**config.mk**
```make
export PLATFORM = sky130hd
export DESIGN_NAME = lsb_pq
export DESIGN_NICKNAME = d
export VERILOG_FILES = /design/src/rtl/lsb_pq.sv
export SDC_FILE = /design/constraint.sdc
export NUM_CORES = 2
export LEC_CHECK = 0
export CORE_ASPECT_RATIO = 0.7
export CORE_UTILIZATION = 25
export CTS_CLUSTER_SIZE = 20
export DETAILED_ROUTE_END_ITERATION = 10
export PLACE_DENSITY_LB_ADDON = 0.08
export RECOVER_POWER = 25
export SLEW_MARGIN = 20
export SYNTH_ARGS = -nofsm -noshare
export SYNTH_HDL_FRONTEND = slang
export SYNTH_SLANG_ARGS = --single-unit
```
**constraint.sdc**
```tcl
create_clock -name clk_in -period 5.85 [get_ports clk_in]
set_input_delay 1.4625 -clock clk_in [delete_from_list [all_inputs] [get_ports clk_in]]
set_output_delay 1.4625 -clock clk_in [all_outputs]
set_load 0.01 [all_outputs]
```
**src/rtl/lsb_pq.sv**
```systemverilog
// lsb_pq: in-order load/store queue between the decoder/ROB and the memory
// controller.
//
// A circular buffer of DEPTH = 2**DEPTH_BITS entries. Entries issue strictly
// from the head, with one memory request outstanding at a time.
//
// Operands wake up from N_CDB broadcast channels and from this block's own
// result. Loads below IO_BASE issue speculatively. Stores and IO-region loads
// wait until their ROB id is at the ROB head.
//
// Ports
//   clk_in, rst_in, rdy_in   clock, async active-high reset, global enable
//   rob_*                    flush, ROB empty flag and ROB head id
//   is_dc, dc_*              decoder insert strobe and entry fields
//   lsb_full                 asserted when count >= DEPTH-1
//   cdb_*                    packed broadcast channels (valid/tag/value)
//   mem_res_avail, mem_res   memory completion pulse and load data
//   mem_stuck                memory cannot accept a request this cycle
//   is_io..io_op             registered one-cycle memory request
//   lsb_has_output..         registered one-cycle result broadcast
module lsb_pq #(
  parameter int          DEPTH_BITS = 3,
  parameter int          ROB_BITS   = 3,
  parameter int          N_CDB      = 1,
  parameter logic [31:0] IO_BASE    = 32'h00030000
) (
  input  logic                      clk_in,
  input  logic                      rst_in,
  input  logic                      rdy_in,
  input  logic                      rob_clear,
  input  logic                      rob_empty,
  input  logic [ROB_BITS-1:0]       rob_head_id,
  input  logic                      is_dc,
  input  logic [10:0]               dc_op,
  input  logic [31:0]               dc_imm,
  input  logic                      dc_iQi,
  input  logic [ROB_BITS-1:0]       dc_Qi,
  input  logic                      dc_iQj,
  input  logic [ROB_BITS-1:0]       dc_Qj,
  input  logic [ROB_BITS-1:0]       dc_Qdest,
  input  logic [31:0]               dc_Vi,
  input  logic [31:0]               dc_Vj,
  output logic                      lsb_full,
  input  logic [N_CDB-1:0]          cdb_valid,
  input  logic [N_CDB*ROB_BITS-1:0] cdb_rob_id,
  input  logic [N_CDB*32-1:0]       cdb_data,
  input  logic                      mem_res_avail,
  input  logic [31:0]               mem_res,
  input  logic                      mem_stuck,
  output logic                      is_io,
  output logic                      is_store,
  output logic [31:0]               io_addr,
  output logic [31:0]               io_data,
  output logic [2:0]                io_op,
  output logic                      lsb_has_output,
  output logic [ROB_BITS-1:0]       lsb_rob_id,
  output logic [31:0]               lsb_output
);

  localparam int         DEPTH     = 1 << DEPTH_BITS;
  localparam int         CNT_W     = DEPTH_BITS + 1;
  localparam logic [6:0] OPC_LOAD  = 7'b0000011;
  localparam logic [6:0] OPC_STORE = 7'b0100011;

  typedef logic [ROB_BITS-1:0] tag_t;
  typedef struct packed {
    logic        hit;
    logic [31:0] val;
  } snoop_t;

  // ins[30] carries no meaning for loads and stores.
  logic unused_op_bit;
  assign unused_op_bit = dc_op[10];

  // Entry storage. Each slot is rewritten on insert, so it needs no reset.
  logic [9:0]  op_q    [DEPTH];
  logic [31:0] imm_q   [DEPTH];
  logic [31:0] vi_q    [DEPTH];
  logic [31:0] vj_q    [DEPTH];
  logic        iqi_q   [DEPTH];
  logic        iqj_q   [DEPTH];
  tag_t        qi_q    [DEPTH];
  tag_t        qj_q    [DEPTH];
  tag_t        qdest_q [DEPTH];

  // Control state and registered outputs.
  logic [DEPTH_BITS-1:0] head_q, head_d, tail_q, tail_d;
  logic [CNT_W-1:0]      count_q, count_d;
  logic                  busy_q, busy_d, drop_q, drop_d;
  logic                  is_io_q, is_io_d, is_store_q, is_store_d;
  logic [31:0]           io_addr_q, io_addr_d, io_data_q, io_data_d;
  logic [2:0]            io_op_q, io_op_d;
  logic                  has_out_q, has_out_d;
  tag_t                  rob_id_q, rob_id_d;
  logic [31:0]           out_q, out_d;

  // Search order: own result first, then the lowest-index channel.
  // The loop runs from the highest index down, so later matches win.
  function automatic snoop_t snoop(input tag_t tag);
    snoop_t s;
    s = '0;
    for (int k = N_CDB - 1; k >= 0; k--) begin
      if (cdb_valid[k] && cdb_rob_id[k*ROB_BITS +: ROB_BITS] == tag)
        s = '{hit: 1'b1, val: cdb_data[k*32 +: 32]};
    end
    if (has_out_q && rob_id_q == tag)
      s = '{hit: 1'b1, val: out_q};
    return s;
  endfunction

  snoop_t si [DEPTH];
  snoop_t sj [DEPTH];
  snoop_t dc_si, dc_sj;

  always_comb begin
    for (int i = 0; i < DEPTH; i++) begin
      si[i] = snoop(qi_q[i]);
      sj[i] = snoop(qj_q[i]);
    end
    dc_si = snoop(dc_Qi);
    dc_sj = snoop(dc_Qj);
  end

  // Head-of-queue decode and the issue decision.
  logic [31:0] head_addr;
  logic        head_is_load, head_is_store, head_ready, at_rob_head;
  logic        issue_ok, complete;

  assign head_addr     = vi_q[head_q] + imm_q[head_q];
  assign head_is_load  = op_q[head_q][6:0] == OPC_LOAD;
  assign head_is_store = op_q[head_q][6:0] == OPC_STORE;
  assign head_ready    = iqi_q[head_q] && (!head_is_store || iqj_q[head_q]);
  assign at_rob_head   = !rob_empty && rob_head_id == qdest_q[head_q];
  assign issue_ok      = count_q != '0 && !busy_q && !drop_q && !mem_stuck &&
                         head_ready &&
                         ((head_is_load && head_addr < IO_BASE) || at_rob_head);
  assign complete      = mem_res_avail && busy_q && !drop_q;

  // NOTE: every always_comb output gets a default first so no path leaves a
  // variable unassigned, which would infer a latch.
  always_comb begin
    head_d     = head_q;
    tail_d     = tail_q;
    count_d    = count_q;
    busy_d     = busy_q;
    drop_d     = drop_q;
    is_io_d    = 1'b0;
    is_store_d = is_store_q;
    io_addr_d  = io_addr_q;
    io_data_d  = io_data_q;
    io_op_d    = io_op_q;
    has_out_d  = 1'b0;
    rob_id_d   = rob_id_q;
    out_d      = out_q;
    if (rob_clear) begin
      head_d  = '0;
      tail_d  = '0;
      count_d = '0;
      busy_d  = 1'b0;
      // A request in flight must have its response swallowed. A response
      // arriving in this same cycle is simply discarded.
      drop_d  = (busy_q || drop_q) && !mem_res_avail;
    end else begin
      if (mem_res_avail && drop_q)
        drop_d = 1'b0;
      if (complete) begin
        has_out_d = 1'b1;
        rob_id_d  = qdest_q[head_q];
        out_d     = is_store_q ? 32'h0 : mem_res;
        head_d    = head_q + 1'b1;
        busy_d    = 1'b0;
      end
      // issue_ok requires busy=0, so it never overlaps a completion.
      if (issue_ok) begin
        is_io_d    = 1'b1;
        is_store_d = head_is_store;
        io_addr_d  = head_addr;
        io_data_d  = vj_q[head_q];
        io_op_d    = op_q[head_q][9:7];
        busy_d     = 1'b1;
      end
      if (is_dc)
        tail_d = tail_q + 1'b1;
      count_d = count_q + CNT_W'(is_dc) - CNT_W'(complete);
    end
  end

  // NOTE: sequential state uses non-blocking assignments only. All flops then
  // sample pre-edge values, whatever order the statements are in.
  always_ff @(posedge clk_in or posedge rst_in) begin
    if (rst_in) begin
      head_q     <= '0;
      tail_q     <= '0;
      count_q    <= '0;
      busy_q     <= 1'b0;
      drop_q     <= 1'b0;
      is_io_q    <= 1'b0;
      is_store_q <= 1'b0;
      io_addr_q  <= '0;
      io_data_q  <= '0;
      io_op_q    <= '0;
      has_out_q  <= 1'b0;
      rob_id_q   <= '0;
      out_q      <= '0;
    end else if (rdy_in) begin
      head_q     <= head_d;
      tail_q     <= tail_d;
      count_q    <= count_d;
      busy_q     <= busy_d;
      drop_q     <= drop_d;
      is_io_q    <= is_io_d;
      is_store_q <= is_store_d;
      io_addr_q  <= io_addr_d;
      io_data_q  <= io_data_d;
      io_op_q    <= io_op_d;
      has_out_q  <= has_out_d;
      rob_id_q   <= rob_id_d;
      out_q      <= out_d;
    end
  end

  // NOTE: the entry arrays are plain storage with no reset. Slots outside the
  // occupied window may wake up spuriously; this is harmless because insert
  // overwrites every field.
  always_ff @(posedge clk_in) begin
    if (rdy_in) begin
      for (int i = 0; i < DEPTH; i++) begin
        if (!iqi_q[i] && si[i].hit) begin
          iqi_q[i] <= 1'b1;
          vi_q[i]  <= si[i].val;
        end
        if (!iqj_q[i] && sj[i].hit) begin
          iqj_q[i] <= 1'b1;
          vj_q[i]  <= sj[i].val;
        end
      end
      // The tail slot is never occupied (lsb_full stops the decoder at
      // DEPTH-1), so this later write safely overrides any wake-up above.
      if (is_dc && !rob_clear) begin
        op_q[tail_q]    <= dc_op[9:0];
        imm_q[tail_q]   <= dc_imm;
        qi_q[tail_q]    <= dc_Qi;
        qj_q[tail_q]    <= dc_Qj;
        qdest_q[tail_q] <= dc_Qdest;
        iqi_q[tail_q]   <= dc_iQi || dc_si.hit;
        vi_q[tail_q]    <= dc_iQi ? dc_Vi : dc_si.val;
        iqj_q[tail_q]   <= dc_iQj || dc_sj.hit;
        vj_q[tail_q]    <= dc_iQj ? dc_Vj : dc_sj.val;
      end
    end
  end

  assign lsb_full       = count_q >= CNT_W'(DEPTH - 1);
  assign is_io          = is_io_q;
  assign is_store       = is_store_q;
  assign io_addr        = io_addr_q;
  assign io_data        = io_data_q;
  assign io_op          = io_op_q;
  assign lsb_has_output = has_out_q;
  assign lsb_rob_id     = rob_id_q;
  assign lsb_output     = out_q;

endmodule
```
==> metrics.txt <==
total global routing overflow 0; placed instance count 6,906; start-to-end type of the worst setup path reg2reg; Switching Fraction 0.255; crit path max fanout 30; Finish-stage setup viols 0; wire length after detailed routing 220,000 µm; worst stage delay on the critical path 0.64 ns; Setup TNS 0 ns; Total GRT Usage 0.200; share of synthesized cell area in and, or, nand and nor gates 0.0556; worst voltage drop across the vdd grid 200 µV; slowest cell on the critical path sky130_fd_sc_hd__dfrtp_4; most area-consuming cells after synthesis sky130_fd_sc_hd__edfxtp_1, sky130_fd_sc_hd__mux2i_1, sky130_fd_sc_hd__mux4_2, sky130_fd_sc_hd__o22ai_1, sky130_fd_sc_hd__dfrtp_1; Most Frequent Cell on Critical Path sky130_fd_sc_hd__buf_12; fraction of layout instances using a drive strength above 1 0.165; synthesized flop and latch total 1,053; Warnings, synthesis 0; gp weighted congestion 0.798; Port-buffer cells 301; placeable core region 0.212 mm²; part of the cycle the worst path needs 0.945; clock sink count 1,053; most common cell after layout, fill and taps aside sky130_fd_sc_hd__edfxtp_1; critical path's top delay family compound AO/OA/AOI/OAI gates; largest net degree at the start of global routing 72; Worst-Skew Late Latency 0.75 ns; combinational family with the most area after synthesis multiplexers; nature of the critical path endpoint flop; NumNets Final 4,473; initial core utilization 0.252; utilization after layout 0.304; headroom to the max-slew limit -0.782; via count 37.1k; synthesized netlist net count 4,251; ratio of total power to cell area 274 mW/mm²; Die Span Y 388 µm; clock skew after layout 0.0308 ns; post-synthesis mux area share 0.199; Post-Synth Adder-Cell Area 0.00990; Post-Layout Cell Count 7,126; post-synthesis cell type count 77; pins over their slew limit 130; Max Root-Sink Buffers 3; number of global-route vias before repair 36.4k; sequential fraction of design power 0.480; CTS tree done; total design power 17,600 µW; biggest area consumer among synthesized cells sky130_fd_sc_hd__edfxtp_1; class of the tightest hold or removal check reg2reg; initial antenna violation count 26; highest-count cells in the layout ignoring fill and taps sky130_fd_sc_hd__edfxtp_1, sky130_fd_sc_hd__o22ai_1, sky130_fd_sc_hd__mux2i_1; ys async rst share 0.111; number of buffers created by CTS 115; post-cts repair resize count 0; Vias per Instance 5.21; clock root cell sky130_fd_sc_hd__clkbuf_16; DRC 0; worst slew pin tran 2.67 ns; synthesized instance count 4,013; average size of a mapped cell 13.3 µm²; H-Tree Depth 3; Critical Path Source Type flop; max-capacitance violation count 3; top flip-flop cell by instance count after synthesis sky130_fd_sc_hd__edfxtp_1; compound-cell area share of the yosys netlist 0.100; Horiz. Die Dim 554 µm; clock edge transition at the registers on the reported setup and hold paths 0.06 ns; final hold vios 0; Area Growth Syn to Fin 20.5%; wire length of the first global-routing pass 305,000 µm; maximum clock rate 181 MHz; initial DRC count 3,312; count of hold buffers inserted by post-cts repair 0; final non-filler cell area 0.0643 mm²; proportion of power drawn by the clock network 0.412; status finished, violations left; number of fill cells 21.1k; final critical delay including setup and external delays 5.53 ns; dpl hpwl 135,000 µm; failing checks capacitance limit, slew limit; area share of the largest cell type after synthesis 0.518; Critical Path AT 6.15 ns; Avg WL per Cell 30.8 µm; summed instance area of the synthesized netlist 0.0533 mm²; num ports 303; Post CTS Setup Buffer Count 0; die footprint 0.215 mm²; combinational fraction of design power 0.108; required time at the worst-slack endpoint 6.47 ns; Worst Path Buf+Inv 3; crit path cell chain buf_12, buf_12, mux4_2, nand2_1, nand2_1, ha_1, a21oi_1, o21ai_0, a21o_1, a211o_1, nor3_1, o22ai_1, or4_1, nor2_1, a41o_4, buf_12, mux2_2; count of standard-cell rows 141; register area share after synthesis 0.579; detailed-router iteration count before antenna repair 8; EDFF count, synth 920; setup repair after global routing missed its margin no; Net Switching 4480 µW; share of the synthesized netlist area taken by xor and xnor gates 0.0230; P_int 13,100 µW; number of nets still failing antenna checks after routing 0; static leakage 0.0248 µW; placed standard-cell area 0.0607 mm²
-- cell type report --
class / instances / area [µm²] / share of cell area
antenna: 4 / 10.0 / 0.000156
sequential: 1053 / 30900 / 0.481
multi-input combinational: 2508 / 20800 / 0.324
clock buffer: 154 / 3140 / 0.0488
clock inverter: 62 / 459 / 0.00714
inverter: 29 / 123 / 0.00191
timing repair buffer: 528 / 5330 / 0.0829
tap: 2788 / 3490 / 0.0543
-- per-layer routing --
layer / share of wire / GRT usage / vias up / wire, µm
met1: 0.50 / 0.309 / 19400 / 109000
li1: - / - / 16200 / -
met5: 0.00015 / 0 / - / 32
met4: 0.019 / 0.0391 / 6 / 4170
met3: 0.055 / 0.0271 / 265 / 12200
met2: 0.43 / 0.295 / 1321 / 94300
-- state kept, by name (all words and copies together), names as in the netlist --
signal          count
imm_q             256
vi_q              256
vj_q              256
op_q               80
io_addr            32
io_data            32
lsb_output         32
qdest_q            24
qi_q               24
qj_q               24
iqi_q               8
iqj_q               8
count_q             4
head_q              3
io_op               3
lsb_rob_id          3
tail_q              3
busy_q              1
drop_q              1
is_io               1
is_store            1
lsb_has_output      1
-- per-stage QoR --
| stage | hold WS, ns | setup slack [ns] |
|---|---|---|
| after floorplan | 0.474 | 0.0326 |
| after global placement | 0.485 | 0.278 |
| after detailed placement | 0.492 | 0.282 |
| after CTS | 0.501 | 0.232 |
| after global routing | 0.519 | 0.00278 |
| final | 0.496 | 0.321 |
-- Yosys cell counts, types with 39 or more instances --
library cell	count
sky130_fd_sc_hd__xnor2_1	125
sky130_fd_sc_hd__mux2i_1	522
sky130_fd_sc_hd__nand2_1	470
sky130_fd_sc_hd__edfxtp_1	920
sky130_fd_sc_hd__o21ai_0	55
sky130_fd_sc_hd__o22ai_1	525
sky130_fd_sc_hd__buf_1	79
sky130_fd_sc_hd__a21oi_1	106
sky130_fd_sc_hd__nand4_1	40
sky130_fd_sc_hd__a22oi_1	65
sky130_fd_sc_hd__nor2_1	103
sky130_fd_sc_hd__ha_1	39
sky130_fd_sc_hd__mux4_2	212
sky130_fd_sc_hd__dfrtp_1	117
sky130_fd_sc_hd__clkbuf_1	320
sky130_fd_sc_hd__mux2_2	51
-- cells by family (layout without fill, tap and decap cells) --
group                    Yosys count  count (layout)
buffers and inverters            452             773
multiplexers                     788             788
AO/OA/AOI/OAI                    841             841
other                              0               4
flip-flops                      1053            1053
XOR/XNOR                         140             140
adder cells (fa/ha/maj)           41              41
AND/OR/NAND/NOR                  698             698
-- power by group through the flow --
stage	combinational, µW	sequential [µW]	clock (µW)
2_1_floorplan	947	8620	0
3_3_place_gp	1930	8600	0
3_5_place_dp	1940	8600	0
4_1_cts	1940	8450	7440
5_1_grt	2050	8460	7720
6_report	1890	8440	7250
-- worst register-to-register path: stages, from the launching register on --
cell,delay [ns]
sky130_fd_sc_hd__dfrtp_4,0.64
sky130_fd_sc_hd__buf_12,0.23
sky130_fd_sc_hd__buf_12,0.19
sky130_fd_sc_hd__mux4_2,0.52
sky130_fd_sc_hd__nand2_1,0.10
sky130_fd_sc_hd__nand2_1,0.13
sky130_fd_sc_hd__ha_1,0.41
sky130_fd_sc_hd__a21oi_1,0.28
sky130_fd_sc_hd__o21ai_0,0.24
sky130_fd_sc_hd__a21o_1,0.29
sky130_fd_sc_hd__a211o_1,0.39
sky130_fd_sc_hd__nor3_1,0.34
sky130_fd_sc_hd__o22ai_1,0.10
sky130_fd_sc_hd__or4_1,0.41
sky130_fd_sc_hd__nor2_1,0.13
sky130_fd_sc_hd__a41o_4,0.27
sky130_fd_sc_hd__buf_12,0.29
sky130_fd_sc_hd__mux2_2,0.42
-- final timing paths --
path / slack (ns) / end / cells past startpoint / start
worst max register to register: 0.32 / io_data[3] / 17 / head_q[0]
worst min-delay path: 0.50 / is_io / 1 / is_io
max in group asynchronous: 0.91 / head_q[1] / 3 / rst_in
worst max-delay path: 0.32 / io_data[3] / 17 / head_q[0]
min in group asynchronous: 1.85 / io_data[9] / 2 / rst_in
worst min register to register: 0.50 / is_io / 1 / is_io
Note: power is estimated with default switching activity, not from simulation.
